--- config.mk ---
export PLATFORM = sky130hd
export DESIGN_NAME = usb_tx_serializer_flat
export DESIGN_NICKNAME = d
export VERILOG_FILES = /design/src/rtl/usb_tx_serializer_if.sv /design/src/rtl/usb_tx_serializer.sv /design/src/flat_wrapper.sv
export SDC_FILE = /design/constraint.sdc
export NUM_CORES = 1
export LEC_CHECK = 0
export CAP_MARGIN = 15
export CELL_PAD_IN_SITES_DETAIL_PLACEMENT = 2
export CELL_PAD_IN_SITES_GLOBAL_PLACEMENT = 2
export CORE_ASPECT_RATIO = 0.5
export CORE_MARGIN = 8
export CORE_UTILIZATION = 30
export DETAILED_ROUTE_END_ITERATION = 16
export PLACE_DENSITY = 0.83
export SETUP_SLACK_MARGIN = 0.15
export SYNTH_ARGS = -nofsm -noshare
export SYNTH_HDL_FRONTEND = slang
export SYNTH_SLANG_ARGS = --single-unit
--- constraint.sdc ---
create_clock -name clk -period 4.05 [get_ports clk]
set_clock_uncertainty 0.15 [all_clocks]
set_input_delay 1.0125 -clock clk [delete_from_list [all_inputs] [get_ports clk]]
set_output_delay 1.0125 -clock clk [all_outputs]
set_load 0.01 [all_outputs]
--- src/rtl/usb_tx_serializer_if.sv ---
// rtl/usb_tx_serializer_if.sv - packet-byte, encoder-handshake and status signals of the USB TX serializer
// The packet source/encoder side drives via master; the serializer attaches via slave.
interface usb_tx_serializer_if;
    logic       tx_start;
    logic [7:0] tx_data;
    logic       tx_data_valid;
    logic       tx_last;
    logic       tx_data_ready;
    logic       tx_hold;
    logic       tx_out_bit;
    logic       tx_shift;
    logic       create_eop;
    logic       tx_busy;
    logic       tx_done;
    logic       tx_error;

    modport master (
        output tx_start, tx_data, tx_data_valid, tx_last, tx_hold,
        input  tx_data_ready, tx_out_bit, tx_shift, create_eop, tx_busy, tx_done, tx_error
    );

    modport slave (
        input  tx_start, tx_data, tx_data_valid, tx_last, tx_hold,
        output tx_data_ready, tx_out_bit, tx_shift, create_eop, tx_busy, tx_done, tx_error
    );
endinterface

--- src/rtl/usb_tx_serializer.sv ---
// rtl/usb_tx_serializer.sv - USB TX bit source: SYNC + LSB-first packet bytes, bit-timer paced, EOP request
// Stalls on encoder stuff requests (tx_hold) and flags underrun when the packet buffer runs dry.
module usb_tx_serializer #(
    parameter int CLKS_PER_BIT = 8,
    parameter int EOP_CLKS     = 24
) (
    input  logic               clk,
    input  logic               rst,
    usb_tx_serializer_if.slave bus
);
    localparam int TW = (CLKS_PER_BIT > 1) ? $clog2(CLKS_PER_BIT) : 1;
    localparam int EW = (EOP_CLKS > 1) ? $clog2(EOP_CLKS) : 1;
    localparam logic [TW-1:0] TIMER_MAX = TW'(CLKS_PER_BIT - 1);
    localparam logic [EW-1:0] EOP_MAX   = EW'(EOP_CLKS - 1);

    typedef enum logic [2:0] {
        S_IDLE,
        S_SYNC,
        S_DATA,
        S_TAIL,
        S_EOP_WAIT,
        S_DONE
    } state_t;

    state_t        state_q, state_d;
    logic [TW-1:0] timer_q, timer_d;
    logic [2:0]    idx_q, idx_d;
    logic [7:0]    shift_q, shift_d;
    logic          last_q, last_d;
    logic          err_q, err_d;
    logic          eop_pulse_q, eop_pulse_d;
    logic [EW-1:0] eop_cnt_q, eop_cnt_d;

    logic          timer_end;
    logic          shift_c;
    logic          ready_c;
    logic          eop_c;
    logic          out_bit_c;

    assign timer_end = (timer_q == TIMER_MAX);
    assign shift_c   = timer_end &&
                       ((state_q == S_SYNC) || (state_q == S_DATA) || (state_q == S_TAIL));

    always_comb begin
        state_d     = state_q;
        timer_d     = timer_q;
        idx_d       = idx_q;
        shift_d     = shift_q;
        last_d      = last_q;
        err_d       = err_q;
        eop_pulse_d = 1'b0;
        eop_cnt_d   = eop_cnt_q;
        ready_c     = 1'b0;
        eop_c       = 1'b0;

        case (state_q)
            S_IDLE: begin
                if (bus.tx_start) begin
                    state_d = S_SYNC;
                    timer_d = '0;
                    idx_d   = 3'd0;
                    shift_d = 8'h80;
                    last_d  = 1'b0;
                    err_d   = 1'b0;
                end
            end

            S_SYNC, S_DATA: begin
                timer_d = timer_end ? '0 : timer_q + 1'b1;
                // A shift with tx_hold set is a stuff period: nothing advances.
                if (timer_end && !bus.tx_hold) begin
                    shift_d = {1'b0, shift_q[7:1]};
                    idx_d   = idx_q + 3'd1;
                    if (idx_q == 3'd7) begin
                        if ((state_q == S_DATA) && last_q) begin
                            state_d = S_TAIL;
                        end else if (bus.tx_data_valid) begin
                            ready_c = 1'b1;
                            shift_d = bus.tx_data;
                            last_d  = bus.tx_last;
                            state_d = S_DATA;
                        end else begin
                            err_d       = 1'b1;
                            eop_pulse_d = 1'b1;
                            eop_cnt_d   = '0;
                            state_d     = S_EOP_WAIT;
                        end
                    end
                end
            end

            S_TAIL: begin
                // Timer is 0 only on the first TAIL cycle; a hold there means one
                // trailing stuffed bit must go out before EOP.
                if ((timer_q == '0) && !bus.tx_hold) begin
                    eop_c     = 1'b1;
                    eop_cnt_d = '0;
                    state_d   = S_EOP_WAIT;
                end else if (timer_end) begin
                    timer_d     = '0;
                    eop_pulse_d = 1'b1;
                    eop_cnt_d   = '0;
                    state_d     = S_EOP_WAIT;
                end else begin
                    timer_d = timer_q + 1'b1;
                end
            end

            S_EOP_WAIT: begin
                if (eop_cnt_q == EOP_MAX) begin
                    state_d = S_DONE;
                end else begin
                    eop_cnt_d = eop_cnt_q + 1'b1;
                end
            end

            S_DONE: begin
                state_d = S_IDLE;
            end

            default: begin
                state_d = S_IDLE;
            end
        endcase
    end

    always_comb begin
        out_bit_c = 1'b1;
        case (state_q)
            S_SYNC, S_DATA: out_bit_c = shift_q[0] & ~bus.tx_hold;
            S_TAIL:         out_bit_c = 1'b0;
            default:        out_bit_c = 1'b1;
        endcase
    end

    always_ff @(posedge clk) begin
        if (rst) begin
            state_q     <= S_IDLE;
            timer_q     <= '0;
            idx_q       <= 3'd0;
            shift_q     <= 8'h00;
            last_q      <= 1'b0;
            err_q       <= 1'b0;
            eop_pulse_q <= 1'b0;
            eop_cnt_q   <= '0;
        end else begin
            state_q     <= state_d;
            timer_q     <= timer_d;
            idx_q       <= idx_d;
            shift_q     <= shift_d;
            last_q      <= last_d;
            err_q       <= err_d;
            eop_pulse_q <= eop_pulse_d;
            eop_cnt_q   <= eop_cnt_d;
        end
    end

    // Same-cycle strobes are masked while rst is high so an abort never leaks an EOP or a fetch.
    assign bus.tx_data_ready = ready_c & ~rst;
    assign bus.create_eop    = (eop_c | eop_pulse_q) & ~rst;
    assign bus.tx_shift      = shift_c;
    assign bus.tx_out_bit    = out_bit_c;
    assign bus.tx_busy       = (state_q != S_IDLE);
    assign bus.tx_done       = (state_q == S_DONE);
    assign bus.tx_error      = err_q;
endmodule

--- src/flat_wrapper.sv ---
// flat-port wrapper written by rule: the top's interface ports become plain ports
module usb_tx_serializer_flat 
#(
    parameter int CLKS_PER_BIT = 8,
    parameter int EOP_CLKS     = 24
)
  (clk, rst, bus_tx_start, bus_tx_data, bus_tx_data_valid, bus_tx_last, bus_tx_hold, bus_tx_data_ready, bus_tx_out_bit, bus_tx_shift, bus_create_eop, bus_tx_busy, bus_tx_done, bus_tx_error);
  usb_tx_serializer_if bus_i ();
  input  logic clk;
  input  logic rst;
  input wire logic [$bits(bus_i.tx_start)-1:0] bus_tx_start;
  input wire logic [$bits(bus_i.tx_data)-1:0] bus_tx_data;
  input wire logic [$bits(bus_i.tx_data_valid)-1:0] bus_tx_data_valid;
  input wire logic [$bits(bus_i.tx_last)-1:0] bus_tx_last;
  input wire logic [$bits(bus_i.tx_hold)-1:0] bus_tx_hold;
  output wire logic [$bits(bus_i.tx_data_ready)-1:0] bus_tx_data_ready;
  output wire logic [$bits(bus_i.tx_out_bit)-1:0] bus_tx_out_bit;
  output wire logic [$bits(bus_i.tx_shift)-1:0] bus_tx_shift;
  output wire logic [$bits(bus_i.create_eop)-1:0] bus_create_eop;
  output wire logic [$bits(bus_i.tx_busy)-1:0] bus_tx_busy;
  output wire logic [$bits(bus_i.tx_done)-1:0] bus_tx_done;
  output wire logic [$bits(bus_i.tx_error)-1:0] bus_tx_error;
  assign bus_i.tx_start = bus_tx_start;
  assign bus_i.tx_data = bus_tx_data;
  assign bus_i.tx_data_valid = bus_tx_data_valid;
  assign bus_i.tx_last = bus_tx_last;
  assign bus_i.tx_hold = bus_tx_hold;
  assign bus_tx_data_ready = bus_i.tx_data_ready;
  assign bus_tx_out_bit = bus_i.tx_out_bit;
  assign bus_tx_shift = bus_i.tx_shift;
  assign bus_create_eop = bus_i.create_eop;
  assign bus_tx_busy = bus_i.tx_busy;
  assign bus_tx_done = bus_i.tx_done;
  assign bus_tx_error = bus_i.tx_error;
  usb_tx_serializer #(.CLKS_PER_BIT(CLKS_PER_BIT), .EOP_CLKS(EOP_CLKS)) u_core (.clk(clk), .rst(rst), .bus(bus_i));
endmodule
==> Word level (Yosys, flattened, before mapping) <==
Cells that the tools add are included.
{ "op_classes": {"n_addsub": 3, "n_mul": 0, "n_div": 0, "magnitude_cmp": 0, "n_eq_ne": 18, "shifts": 0, "mux": 55, "bitwise": 6, "reduce_logical": 20} }
{ "op_table": {"columns": ["cell", "count"], "rows": [
  ["8-bit 2-to-1 mux", 5],
  ["3-bit 2-to-1 mux", 12],
  ["5-bit 2-to-1 mux", 7],
  ["1-bit 2-to-1 mux", 22],
  ["8-bit one-hot mux with 2 select lines", 1],
  ["5-bit one-hot mux with 3 select lines", 1],
  ["3-bit == test, second input constant", 4],
  ["2-bit inequality test, second input constant", 6],
  ["3-bit one-hot mux with 4 select lines", 1],
  ["6-bit AND reduction", 2],
  ["3-bit one-hot mux with 3 select lines", 1],
  ["3-bit nonzero test", 3],
  ["1-bit one-hot mux with 2 select lines", 4],
  ["7-bit AND reduction", 1],
  ["3-bit by 1-bit adder with 3-bit output, second input constant", 2],
  ["3-bit by 2-bit == test with 1-bit output, second input constant", 2],
  ["3-bit logical NOT", 2],
  ["2-bit by 1-bit inequality test with 1-bit output, second input constant", 3],
  ["3-bit one-hot mux with 2 select lines", 1],
  ["3-bit AND reduction", 2],
  ["5-bit by 1-bit adder with 5-bit output, second input constant", 1],
  ["5-bit == test, second input constant", 1],
  ["5-bit AND reduction", 1],
  ["1-bit logical AND", 4],
  ["9 further kinds", 13]
]} }
{ "word_totals": {"regBits": 25, "latch_bits": 0, "ram_bits": 0, "rom_bits": 0, "inputBits": 14, "n_memories": 0} }

==> Depth between registers and ports, before layout <==
{ "logic_depth": {"ltp_word": 7, "ltp_mapped": 8, "mapped_depth_nobuf": 7} }

==> Worst setup path after synthesis <==
Ideal clock, no wire load.
{ "synth_timing": {"path_kind": "input to output", "start": "input port rst", "end": "output port bus_create_eop", "arrival_ns": 1.703, "required_time_ns": 2.888, "slack_ns": 1.185, "path_stages": 3, "path_cell_list": "clkbuf_1 -> clkbuf_1 -> nor2_1"} }
{ "synth_via": {"elab_chain_cells": 2} }
{ "synth_lines": {"columns": ["item", "line", "source"], "rows": [
  ["start: declaration", "flat_wrapper.sv:10", "input logic rst;"],
  ["1-bit inverter", "usb_tx_serializer.sv:160", "assign bus.create_eop = (eop_c | eop_pulse_q) & ~rst;"],
  ["1-bit AND", "usb_tx_serializer.sv:160", null],
  ["end: declaration", "flat_wrapper.sv:19", "output wire logic [$bits(bus_i.create_eop)-1:0] bus_create_eop;"]
]} }
No other way between the ends.

==> Worst setup path after layout <==
{ "layout_timing": {"start": "input port bus_tx_hold", "end": "output port bus_create_eop"} }
{ "layout_via": {"elab_chain_cells": 6} }
{ "layout_lines": {"columns": ["item", "line", "source"], "rows": [
  ["start: declaration", "flat_wrapper.sv:15", "input wire logic [$bits(bus_i.tx_hold)-1:0] bus_tx_hold;"],
  ["1-bit logical NOT", "usb_tx_serializer.sv:95", "if ((timer_q == '0) && !bus.tx_hold) begin"],
  ["1-bit logical AND", "usb_tx_serializer.sv:95", null],
  ["1-bit 2-to-1 mux", "usb_tx_serializer.sv:95", null],
  ["1-bit 2-to-1 mux", "usb_tx_serializer.sv:56", "case (state_q)"],
  ["1-bit bitwise OR", "usb_tx_serializer.sv:160", null],
  ["1-bit AND", "usb_tx_serializer.sv:160", null]
]} }
No other way between the ends.

==> metrics.sh <==
POWER_uW=915
CRITPATHBUFINV=2
YS_FF_LATCH=25
CLK-INSERTION-DELAY-LATE_NS=0.28
FINALWIRELENGTH_MM=4.35
STATUS='completed'
SYNTH_CELL_TYPE_COUNT=50
MAXSLEWVIOLCOUNT=0
POST_SYNTH.CELL_AREA_AVG_UM2=8.94
PLACEDINSTANCEAREA_UM2=1760
YOSYS-TOP-CELLS-AREA='sky130_fd_sc_hd__dfxtp_1 34%, sky130_fd_sc_hd__mux2i_1 6.1%, sky130_fd_sc_hd__ha_1 5.1%'
AREA_GROWTH_SYN_TO_LAYOUT_PCT=22.2
DIE_AREA_UM2=7590
POWER-PER-CELL-AREA_nW_PER_UM2=505
HORIZONTAL_DIE_DIMENSION_UM=115
R2R_SLACK_NS=1.81
BUFFER_PORTS.INSERTED=20
FINAL.SETUP.WORST_SLACK_NS=0.305
DP_HPWL_MM=3.28
POWER.LEAKAGE_nW=0.646
FRACTION_OF_THE_CYCLE_THE_FINAL_WORST_PATH_NEEDS_PCT=92.5
SYNTH_CELLS=166
VIA_PER_INST=5.19
CRITPATHLAUNCHTYPE='input port'
CP_CELL_SEQUENCE='clkdlybuf4s50_1 > nor3b_2 > a21oi_1 > nor2_1 > clkdlybuf4s50_1'
COMB_POWER_SHARE_PCT=48.5
TIMING.MAX_SLEW.REL_SLACK_PCT=59.8
WORSTSETUPENDPOINTTYPE='primary output'
TIMING.HOLD.WS_NS=0.323
SYNTHESIZED_NET_COUNT=186
CTS_NUM_SINKS=25
GP_CONGESTION=0.826
POST_LAYOUT_INST_AREA_UM2=1810
TRITONCTS_CLOCK_TREE='built'
FINAL.SETUP.TNS_NS=0
YOSYS.AREA.TOP_TYPE='sky130_fd_sc_hd__dfxtp_1'
CRITPATHMAXSTAGEDELAY_NS=0.55
POWER.SHARE.SEQUENTIAL_PCT=33.3
SYNTH_COMMONEST_CELLS='25 x sky130_fd_sc_hd__dfxtp_1, 20 x sky130_fd_sc_hd__nor2_1, 14 x sky130_fd_sc_hd__a21oi_1, 9 x sky130_fd_sc_hd__mux2i_1'
CTS.CLK_SLEW.WORST_PATHS_NS=0.10
INITIAL_UTILIZATION_PCT=30.6
PORTION_OF_THE_POST_SYNTHESIS_AREA_USED_BY_SEQUENTIAL_ELEMENTS_PCT=33.7
CTSRESIZECOUNT=0
FINAL_CELL_COUNT_NO_FILL=257
CORE_UM2=4840
GLOBAL_ROUTE.USAGE.TOTAL_PCT=12.0
CLOCKBUFFERDEPTH=2
FINAL_PERIOD_MINUS_WORST_SETUP_SLACK_NS=3.75
SYNTH.CELL_AREA_UM2=1480
YOSYS.AREA.TOP_TYPE_SHARE_PCT=33.7
PLACED_CELLS_INCL_TAPS=253
FLOORPLAN.IO_PINS=21
FINAL_HOLD_VIOL_COUNT=0
CRITICAL_PATH_REQUIRED_TIME_NS=2.89
HOLD_FIX_BUFFERS_AT_CTS=0
FINAL_ANTENNA_NET_COUNT=0
DRC=0
NETSWITCHINGPOWER_uW=390
ROUTE.VIAS.TOTAL=1334
HTREE_LEVELS=1
TIMING.CRITICAL_PATH.SLOWEST_STAGE_CELL='sky130_fd_sc_hd__clkdlybuf4s50_1'
DRV_CAP=0
CELL_INTERNAL_PWR_uW=525
FINAL_NET_COUNT=208
SYNTH-EDFF-COUNT=0
CTS.REPAIR_TIMING.SETUP_BUFFER_COUNT=0
SW_FRAC_OF_TOTAL_PCT=42.6
INSERTED_CLOCK_BUFFERS=3
DRT_ITER0_DRC=54
DETAILEDROUTE.FIRSTPASSITERATIONCOUNT=4
CRITICAL_PATH_ARRIVAL_NS=2.58
TIMING.CRITICAL_PATH.MODE_CELL='sky130_fd_sc_hd__clkdlybuf4s50_1'
SYNTH_ASYNC_SR_FLOP_SHARE_PCT=0
FINAL_UTIL_PCT=37.4
DIE_H_UM=65.7
FLOORPLAN.ROWS=18
SYNTH_TOP_FLOP_CELL='sky130_fd_sc_hd__dfxtp_1'
ANTENNA_FOUND_INITIAL=0
CP_MAX_FO=5
KIND_OF_CELL_ADDING_THE_MOST_DELAY_TO_THE_CRITICAL_PATH='buffers and inverters'
GRT_FIRST_PASS_WIRELENGTH_MM=7.29
SYNTH.MOST_COMMON_CELL='sky130_fd_sc_hd__dfxtp_1'
HOLD_PATH_CLASS='flop to flop'
LAYOUT-DRIVE-GT1-SHARE_PCT=12.8
SETUP_SLACK_AT_PLACEMENT_NS=0.285
GR-TOTAL-OVERFLOW=0
PEAKVDDDROP_uV=167
CRITICALPATHCATEGORY='input port to primary output'
SYNTHESIS.YOSYS.WARNINGS=0
SHARE_CLK_OF_TOTAL_POWER_PCT=18.2
CLOCK_TREE.ROOT_CELL='sky130_fd_sc_hd__clkbuf_8'
RSZ0062_AT_GRT='no'
ROUTEDWLPERCELL_UM=16.9
SETUP-VIOLATIONS-FINAL=0
FIRST_GLOBAL_VIAS=1479
PIN_COUNT_OF_THE_BIGGEST_NET_ENTERING_GLOBAL_ROUTING=21
TIMING_WORST_SLEW_PIN_VALUE_NS=0.602
DIODES=0
FMAXACHIEVABLE_GHz=0.267
## registers in the layout, indices dropped and copies added, names as in the netlist
signal	flops
u_core.shift_q	8
u_core.idx_q	3
u_core.last_q	1
u_core.timer_q	3
u_core.bus.tx_error	1
u_core.eop_pulse_q	1
u_core.eop_cnt_q	5
u_core.state_q	3
## metal layers
layer | vias up | track usage (%) | wire length, um
li1 | 652 | - | -
met1 | 661 | 14.6 | 2140
met2 | 19 | 21.2 | 2090
met3 | 2 | 2.93 | 96
met4 | 0 | 2.59 | 21
met5 | - | 0 | 0
## worst paths after layout
| path | depth (start not counted) | end | from |
|---|---|---|---|
| min reg2reg | 1 | u_core.shift_q[6] | u_core.shift_q[6] |
| min | 1 | u_core.shift_q[6] | u_core.shift_q[6] |
| max | 5 | bus_create_eop | bus_tx_hold |
| max reg2reg | 5 | u_core.eop_cnt_q[4] | u_core.state_q[1] |
## cell families after synthesis
logic type,synth area share (%)
xor gates and xnor gates,0.590
muxes,6.07
adders and majority gates,5.06
buffers and inverters,4.13
DFF,33.7
and+or+nand+nor,28.2
AOI/OAI and AO/OA,22.2
## power by group through the flow
stage,Combinational (mW),Clock (mW),Sequential (mW)
global route,0.484,0.178,0.310
finish,0.444,0.166,0.305
CTS,0.447,0.172,0.305
floorplan,0.314,0,0.300
global placement,0.426,0,0.309
detailed placement,0.443,0,0.310
## cells in the final DEF (no fill, tap or decap), types with 3 or more instances in the layout
cell / synthesis / final
sky130_fd_sc_hd__a211oi_1: 3 / 3
sky130_fd_sc_hd__a21oi_1: 14 / 14
sky130_fd_sc_hd__a31oi_1: 4 / 4
sky130_fd_sc_hd__and3b_1: 3 / 3
sky130_fd_sc_hd__buf_4: 1 / 5
sky130_fd_sc_hd__clkbuf_8: 0 / 3
sky130_fd_sc_hd__clkdlybuf4s50_1: 0 / 20
sky130_fd_sc_hd__dfxtp_1: 25 / 25
sky130_fd_sc_hd__ha_1: 6 / 6
sky130_fd_sc_hd__inv_1: 4 / 4
sky130_fd_sc_hd__mux2i_1: 9 / 9
sky130_fd_sc_hd__nand2_1: 6 / 6
sky130_fd_sc_hd__nand2b_1: 5 / 5
sky130_fd_sc_hd__nand3_1: 7 / 7
sky130_fd_sc_hd__nor2_1: 20 / 20
sky130_fd_sc_hd__o21ai_0: 3 / 3
sky130_fd_sc_hd__o2bb2ai_1: 7 / 7
## area by class of cell
cell class	count	area (um^2)
clock buffer	3	41.3
clock inverter	1	8.76
fill	538	3030
inverter	4	15.0
multi-input combinational	129	922
sequential	25	500
tap	70	87.6
timing repair buffer	25	238
(Power assumes the default switching activity.)
